### src/rtl/pipe_ctrl_pkg.sv
// Shared types and helpers for the pipeline hazard/stall controller.
package pipe_ctrl_pkg;

    typedef enum logic [1:0] {
        RUN      = 2'd0,
        MEM_WAIT = 2'd1,
        DRAIN    = 2'd2,
        HALTED   = 2'd3
    } pctl_state_t;

    localparam int unsigned FWD_NONE = 0;

    // Width of a forwarding select able to name regfile (0) or stages 1..fwd_stg.
    function automatic int unsigned fwd_sel_w(input int unsigned fwd_stg);
        return (fwd_stg < 2) ? 1 : $clog2(fwd_stg + 1);
    endfunction

endpackage

### src/rtl/fwd_match.sv
// Forwarding select: youngest producer stage whose destination matches the source register.
module fwd_match
    import pipe_ctrl_pkg::*;
#(
    parameter int unsigned NREG    = 32,
    parameter int unsigned FWD_STG = 2,
    localparam int unsigned RW = $clog2(NREG),
    localparam int unsigned SW = fwd_sel_w(FWD_STG)
) (
    input  logic [RW-1:0]         src,
    input  logic [FWD_STG-1:0]    stg_valid,
    input  logic [FWD_STG-1:0]    stg_we,
    input  logic                  ex_load,
    input  logic [FWD_STG*RW-1:0] stg_rd,
    output logic [SW-1:0]         sel_c
);

    logic [FWD_STG-1:0] hit;

    always_comb begin
        for (int unsigned k = 0; k < FWD_STG; k++) begin
            hit[k] = stg_valid[k] && stg_we[k] && (stg_rd[k*RW +: RW] == src);
        end
        // Load data does not exist yet while the load sits in EX.
        hit[0] = hit[0] && !ex_load;

        sel_c = SW'(FWD_NONE);
        if (src != '0) begin
            for (int k = FWD_STG - 1; k >= 0; k--) begin
                if (hit[k]) begin
                    sel_c = SW'(k + 1);
                end
            end
        end
    end

endmodule

### src/rtl/pipe_hazard_ctrl.sv
// Central pipeline control: stage enables/flushes, load-use stall, forwarding,
// cache-miss freeze, branch redirect and syscall halt-drain.
module pipe_hazard_ctrl
    import pipe_ctrl_pkg::*;
#(
    parameter int unsigned NREG    = 32,
    parameter int unsigned FWD_STG = 2,
    parameter int unsigned CNT_W   = 16,
    localparam int unsigned RW = $clog2(NREG),
    localparam int unsigned SW = fwd_sel_w(FWD_STG)
) (
    input  logic                  clk,
    input  logic                  reset,
    input  logic                  id_valid,
    input  logic [RW-1:0]         id_rs,
    input  logic [RW-1:0]         id_rt,
    input  logic                  id_use_rs,
    input  logic                  id_use_rt,
    input  logic                  id_halt,
    input  logic [FWD_STG-1:0]    stg_valid,
    input  logic [FWD_STG-1:0]    stg_we,
    input  logic [FWD_STG-1:0]    stg_load,
    input  logic [FWD_STG*RW-1:0] stg_rd,
    input  logic                  br_taken,
    input  logic                  mem_req,
    input  logic                  cache_done,
    output logic                  pc_en,
    output logic                  if_id_en,
    output logic                  id_ex_en,
    output logic                  ex_mem_en,
    output logic                  mem_wb_en,
    output logic                  if_id_flush,
    output logic                  id_ex_flush,
    output logic [SW-1:0]         fwd_rs,
    output logic [SW-1:0]         fwd_rt,
    output logic                  halted,
    output logic [CNT_W-1:0]      stall_cnt
);

    localparam int unsigned     DW         = $clog2(FWD_STG + 2);
    localparam logic [DW-1:0]   DRAIN_INIT = DW'(FWD_STG + 1);
    localparam logic [DW-1:0]   DRAIN_LAST = DW'(1);

    pctl_state_t   state_q, state_d;
    logic [DW-1:0] drain_q, drain_d;
    logic          wait_drain_q, wait_drain_d;
    logic [RW-1:0] ex_rd;
    logic          freeze, load_use;
    logic          run_adv, drain_adv;

    fwd_match #(.NREG(NREG), .FWD_STG(FWD_STG)) u_fwd_rs (
        .src       (id_rs),
        .stg_valid (stg_valid),
        .stg_we    (stg_we),
        .ex_load   (stg_load[0]),
        .stg_rd    (stg_rd),
        .sel_c     (fwd_rs)
    );

    fwd_match #(.NREG(NREG), .FWD_STG(FWD_STG)) u_fwd_rt (
        .src       (id_rt),
        .stg_valid (stg_valid),
        .stg_we    (stg_we),
        .ex_load   (stg_load[0]),
        .stg_rd    (stg_rd),
        .sel_c     (fwd_rt)
    );

    // Older-stage load flags carry no hazard information: their data is forwardable.
    generate
        if (FWD_STG > 1) begin : g_old_load
            logic old_load_unused;
            assign old_load_unused = ^stg_load[FWD_STG-1:1];
        end
    endgenerate

    assign ex_rd    = stg_rd[RW-1:0];
    assign freeze   = mem_req && !cache_done;
    assign load_use = id_valid && stg_valid[0] && stg_load[0] && stg_we[0] && (ex_rd != '0)
                      && ((id_use_rs && (id_rs == ex_rd)) || (id_use_rt && (id_rt == ex_rd)));

    // Next state and stage control; a miss release replays the mode that was frozen.
    always_comb begin
        state_d      = state_q;
        drain_d      = drain_q;
        wait_drain_d = wait_drain_q;
        pc_en        = 1'b1;
        if_id_en     = 1'b1;
        id_ex_en     = 1'b1;
        ex_mem_en    = 1'b1;
        mem_wb_en    = 1'b1;
        if_id_flush  = 1'b0;
        id_ex_flush  = 1'b0;
        run_adv      = 1'b0;
        drain_adv    = 1'b0;

        case (state_q)
            RUN: begin
                if (freeze) begin
                    state_d      = MEM_WAIT;
                    wait_drain_d = 1'b0;
                end else begin
                    run_adv = 1'b1;
                end
            end
            MEM_WAIT: begin
                if (cache_done) begin
                    run_adv   = !wait_drain_q;
                    drain_adv = wait_drain_q;
                end
            end
            DRAIN: begin
                if (freeze) begin
                    state_d      = MEM_WAIT;
                    wait_drain_d = 1'b1;
                end else begin
                    drain_adv = 1'b1;
                end
            end
            default: begin
                state_d = HALTED;
            end
        endcase

        if (!run_adv && !drain_adv) begin
            pc_en     = 1'b0;
            if_id_en  = 1'b0;
            id_ex_en  = 1'b0;
            ex_mem_en = 1'b0;
            mem_wb_en = 1'b0;
        end

        if (run_adv) begin
            state_d = RUN;
            if (br_taken) begin
                if_id_flush = 1'b1;
                id_ex_flush = 1'b1;
            end else if (load_use) begin
                pc_en       = 1'b0;
                if_id_en    = 1'b0;
                id_ex_flush = 1'b1;
            end else if (id_halt && id_valid) begin
                state_d = DRAIN;
                drain_d = DRAIN_INIT;
            end
        end

        // Branches are ignored here: everything younger than the syscall is squashed.
        if (drain_adv) begin
            pc_en       = 1'b0;
            if_id_flush = 1'b1;
            drain_d     = drain_q - DRAIN_LAST;
            state_d     = (drain_q == DRAIN_LAST) ? HALTED : DRAIN;
        end
    end

    always_ff @(posedge clk or posedge reset) begin
        if (reset) begin
            state_q      <= RUN;
            drain_q      <= '0;
            wait_drain_q <= 1'b0;
            halted       <= 1'b0;
            stall_cnt    <= '0;
        end else begin
            state_q      <= state_d;
            drain_q      <= drain_d;
            wait_drain_q <= wait_drain_d;
            halted       <= (state_d == HALTED);
            if (!pc_en && (state_q != HALTED) && (stall_cnt != '1)) begin
                stall_cnt <= stall_cnt + CNT_W'(1);
            end
        end
    end

endmodule

### config.mk
export PLATFORM = sky130hd
export DESIGN_NAME = pipe_hazard_ctrl
export DESIGN_NICKNAME = d
export VERILOG_FILES = /design/src/rtl/pipe_ctrl_pkg.sv /design/src/rtl/fwd_match.sv /design/src/rtl/pipe_hazard_ctrl.sv
export SDC_FILE = /design/constraint.sdc
export NUM_CORES = 1
export LEC_CHECK = 0
export CELL_PAD_IN_SITES_DETAIL_PLACEMENT = 1
export CELL_PAD_IN_SITES_GLOBAL_PLACEMENT = 1
export CORE_ASPECT_RATIO = 1.2
export CORE_MARGIN = 2
export CORE_UTILIZATION = 33
export CTS_CLUSTER_DIAMETER = 30
export DETAILED_ROUTE_END_ITERATION = 7
export HOLD_SLACK_MARGIN = 0.06
export PLACE_DENSITY_LB_ADDON = 0.08
export SYNTH_ARGS = -nofsm -noshare
export SYNTH_HDL_FRONTEND = slang
export SYNTH_HIERARCHICAL = 1
export SYNTH_SLANG_ARGS = --single-unit
### constraint.sdc
create_clock -name clk -period 2.8 [get_ports clk]
set_clock_uncertainty 0.1 [all_clocks]
set_input_delay 0.56 -clock clk [delete_from_list [all_inputs] [get_ports clk]]
set_output_delay 0.56 -clock clk [all_outputs]
set_load 0.02 [all_outputs]
==> flow_metrics.env <==
export IMPL_p_leak_nw=1.20
export IMPL_cts_clk_slew_worst_paths_ps=80
export IMPL_setup_tns_final_ps=0
export IMPL_ys_seq_elements=22
export IMPL_drt_wl_total_mm=5.20
export IMPL_synthXorXnorAreaFrac_pct=23.6
export IMPL_arrival_ps=2060
export IMPL_switchingPower_w=0.000548
export IMPL_worst_pin_slew_ps=863
export IMPL_antenna_left=0
export IMPL_finalHoldViolCount=0
export IMPL_synthCells=172
export IMPL_cts_max_level=1
export IMPL_yosysSeqAreaShare_pct=33.0
export IMPL_p_int_w=0.000879
export IMPL_grt_start_max_net_pins=23
export IMPL_nets=311
export IMPL_dp_hpwl_mm=4.25
export IMPL_place_congestion=0.836
export IMPL_slew_headroom_pct=42.4
export IMPL_start_util_pct=34.1
export IMPL_p_sw_share_pct=38.4
export IMPL_grtUsageTotal_pct=20.0
export IMPL_synth_avg_cell_area_sq_um=9.71
export IMPL_grt_pass1_wl_mm=8.49
export IMPL_async_flop_share_pct=100
export IMPL_synth_edf_count=0
export IMPL_power_frac_seq_pct=32.3
export IMPL_die_area_sq_mm=0.00565
export IMPL_fmax_ghz=0.368
export IMPL_rsz0062_at_grt="false"
export IMPL_drive_gt1_share_pct=24.9
export IMPL_setup_violations=0
export IMPL_synthFlopType="dfrtp_1"
export IMPL_grt_overflow_total=0
export IMPL_synthMuxAreaShare_pct=1.57
export IMPL_via_count=1691
export IMPL_start_kind="input pin"
export IMPL_die_y_microns=81.9
export IMPL_numCtsBuffers=3
export IMPL_ios=63
export IMPL_post_synth_top_count_cell="xnor2_1"
export IMPL_yosys_area_top_type_share_pct=33.0
export IMPL_clock_sinks=22
export IMPL_vias_per_cell=5.14
export IMPL_dp_cells=324
export IMPL_end_kind="primary output"
export IMPL_fin_crit_ps=2720
export IMPL_clock_path_buffers=2
export IMPL_path_class="in2out"
export IMPL_area_growth_pct=57.4
export IMPL_synth_top_family_by_area="XOR/XNOR gates"
export IMPL_ys_top_cells_by_area="dfrtp_1 33%, xnor2_1 15%, xor2_1 8.4%"
export IMPL_insertion_delay_ps=270
export IMPL_p_clk_share_pct=16.4
export IMPL_core_rowCount=28
export IMPL_ir_drop_mv=0.265
export IMPL_grt_pass1_vias=1800
export IMPL_power_frac_comb_pct=51.3
export IMPL_die_width_microns=68.9
export IMPL_hold_ws_ps=390
export IMPL_synth_compound_area_share_pct=11.4
export IMPL_synth_fa_ha_area_share_pct=4.49
export IMPL_slew_violations=0
export IMPL_post_drt_wl_per_cell_microns=15.8
export IMPL_period_share_pct=97.0
export IMPL_synth_top_area_cell="dfrtp_1"
export IMPL_instances_no_fill=329
export IMPL_synth_warnings=6
export IMPL_fp_coreArea_sq_mm=0.00490
export IMPL_dr_pass1_iters=4
export IMPL_synthesis_area_sq_mm=0.00167
export IMPL_antenna_found_initial=0
export IMPL_worstPathRequired_ps=2140
export IMPL_tritoncts="yes"
export IMPL_drv_cap=0
export IMPL_drtIter0Drc=104
export IMPL_status="finished, final reports clean"
export IMPL_port_buffers=61
export IMPL_root_buffer="clkbuf_8"
export IMPL_synthDistinctLibCells=42
export IMPL_yosys_area_share_simple_pct=22.1
export IMPL_powerDensity_mw_per_mm2=543
export IMPL_drc=0
export IMPL_synthTopCellsByCount="29 x xnor2_1, 22 x dfrtp_1, 16 x xor2_1"
export IMPL_hp_class="reg2reg"
export IMPL_crit_fanout=4
export IMPL_antennaDiodeCount=0
export IMPL_syn_nets=213
-- cells in the final DEF, fill, tap and decap left out, types with 3 or more instances in the layout --
master / Yosys / final
or4_4: 2 / 3
nand4b_1: 3 / 3
and3_1: 10 / 10
xnor2_1: 29 / 29
nand3_1: 9 / 9
clkdlybuf4s15_1: 0 / 5
nand4_1: 8 / 8
clkbuf_2: 0 / 8
dlygate4sd2_1: 0 / 7
nor4_2: 1 / 3
xor2_1: 16 / 16
nor2_1: 11 / 11
ha_1: 6 / 6
inv_1: 9 / 9
dfrtp_1: 22 / 22
buf_2: 1 / 3
clkbuf_8: 0 / 4
buf_4: 2 / 36
clkdlybuf4s50_1: 0 / 35
nand2_1: 8 / 7
-- state kept, by name (all words and copies together) (netlist names) --
register      count
drain_q           2
halted            1
stall_cnt        16
state_q           2
wait_drain_q      1
-- timing repair --
action	in CTS	in global routing
pin swaps	5	5
setup buffers	1	0
hold buffers	0	0
resized for setup	48	24
endpoints found under the setup margin	11	7
-- critical path, stage by stage --
cell	delay, ps
buf_2	130
xor2_1	180
nor4_2	310
a32oi_2	190
buf_4	170
o311ai_4	290
inv_1	90
buf_6	140
-- per-stage QoR --
| stage | util [%] | cell area (sq um) | setup WS, ps | power [W] |
|---|---|---|---|---|
| floorplan | - | 1670 | 328 | 0.000855 |
| global placement | 52.8 | 2590 | -522 | 0.00117 |
| detailed placement | 52.8 | 2590 | -589 | 0.00121 |
| CTS | 54.2 | 2660 | 1.12 | 0.00143 |
| global route | 53.6 | 2630 | 0.894 | 0.00153 |
| finish | 53.6 | 2630 | 83.3 | 0.00143 |
-- worst paths after layout --
kind                                from       endpoint  depth (start not counted)  slack, ps
max                            stg_rd[2]          pc_en                          8         80
min                        stall_cnt[13]  stall_cnt[13]                          1        390
max reg2reg                 stall_cnt[7]   stall_cnt[4]                          7        550
min reg2reg                stall_cnt[13]  stall_cnt[13]                          1        390
max in group asynchronous          reset   stall_cnt[4]                          2       1400
min in group asynchronous          reset         halted                          2        670
-- power by group through the flow --
stage               combinational [W]  clock [W]  sequential [W]
floorplan                    0.000351          0        0.000504
global placement             0.000715          0        0.000459
detailed placement           0.000744          0        0.000469
CTS                          0.000732   0.000239        0.000463
global route                 0.000798   0.000254        0.000473
finish                       0.000732   0.000234        0.000461
-- cell type report --
cell class              instances  area (sq um)
repair buffers                 97           821
multi-input cells             137          1090
well taps                      60          75.1
inverters                       9          33.8
flip-flops and latches         22           551
clock buffers                   4          55.1
fillers                       567          2280
-- layer usage --
metal / GRT usage, % / share of wire (%)
met3: 2.05 / 4.0
met2: 36.7 / 53
met1: 22.7 / 41
met4: 9.02 / 2.0
met5: 0 / 0
-- kinds of logic after synthesis --
logic type	count (synthesis)
simple gates	64
fa+ha+maj	6
mux	2
xor+xnor	45
flops	22
buf+inv	13
compound gates	20
No activity file was read; power rests on OpenSTA's default activity.
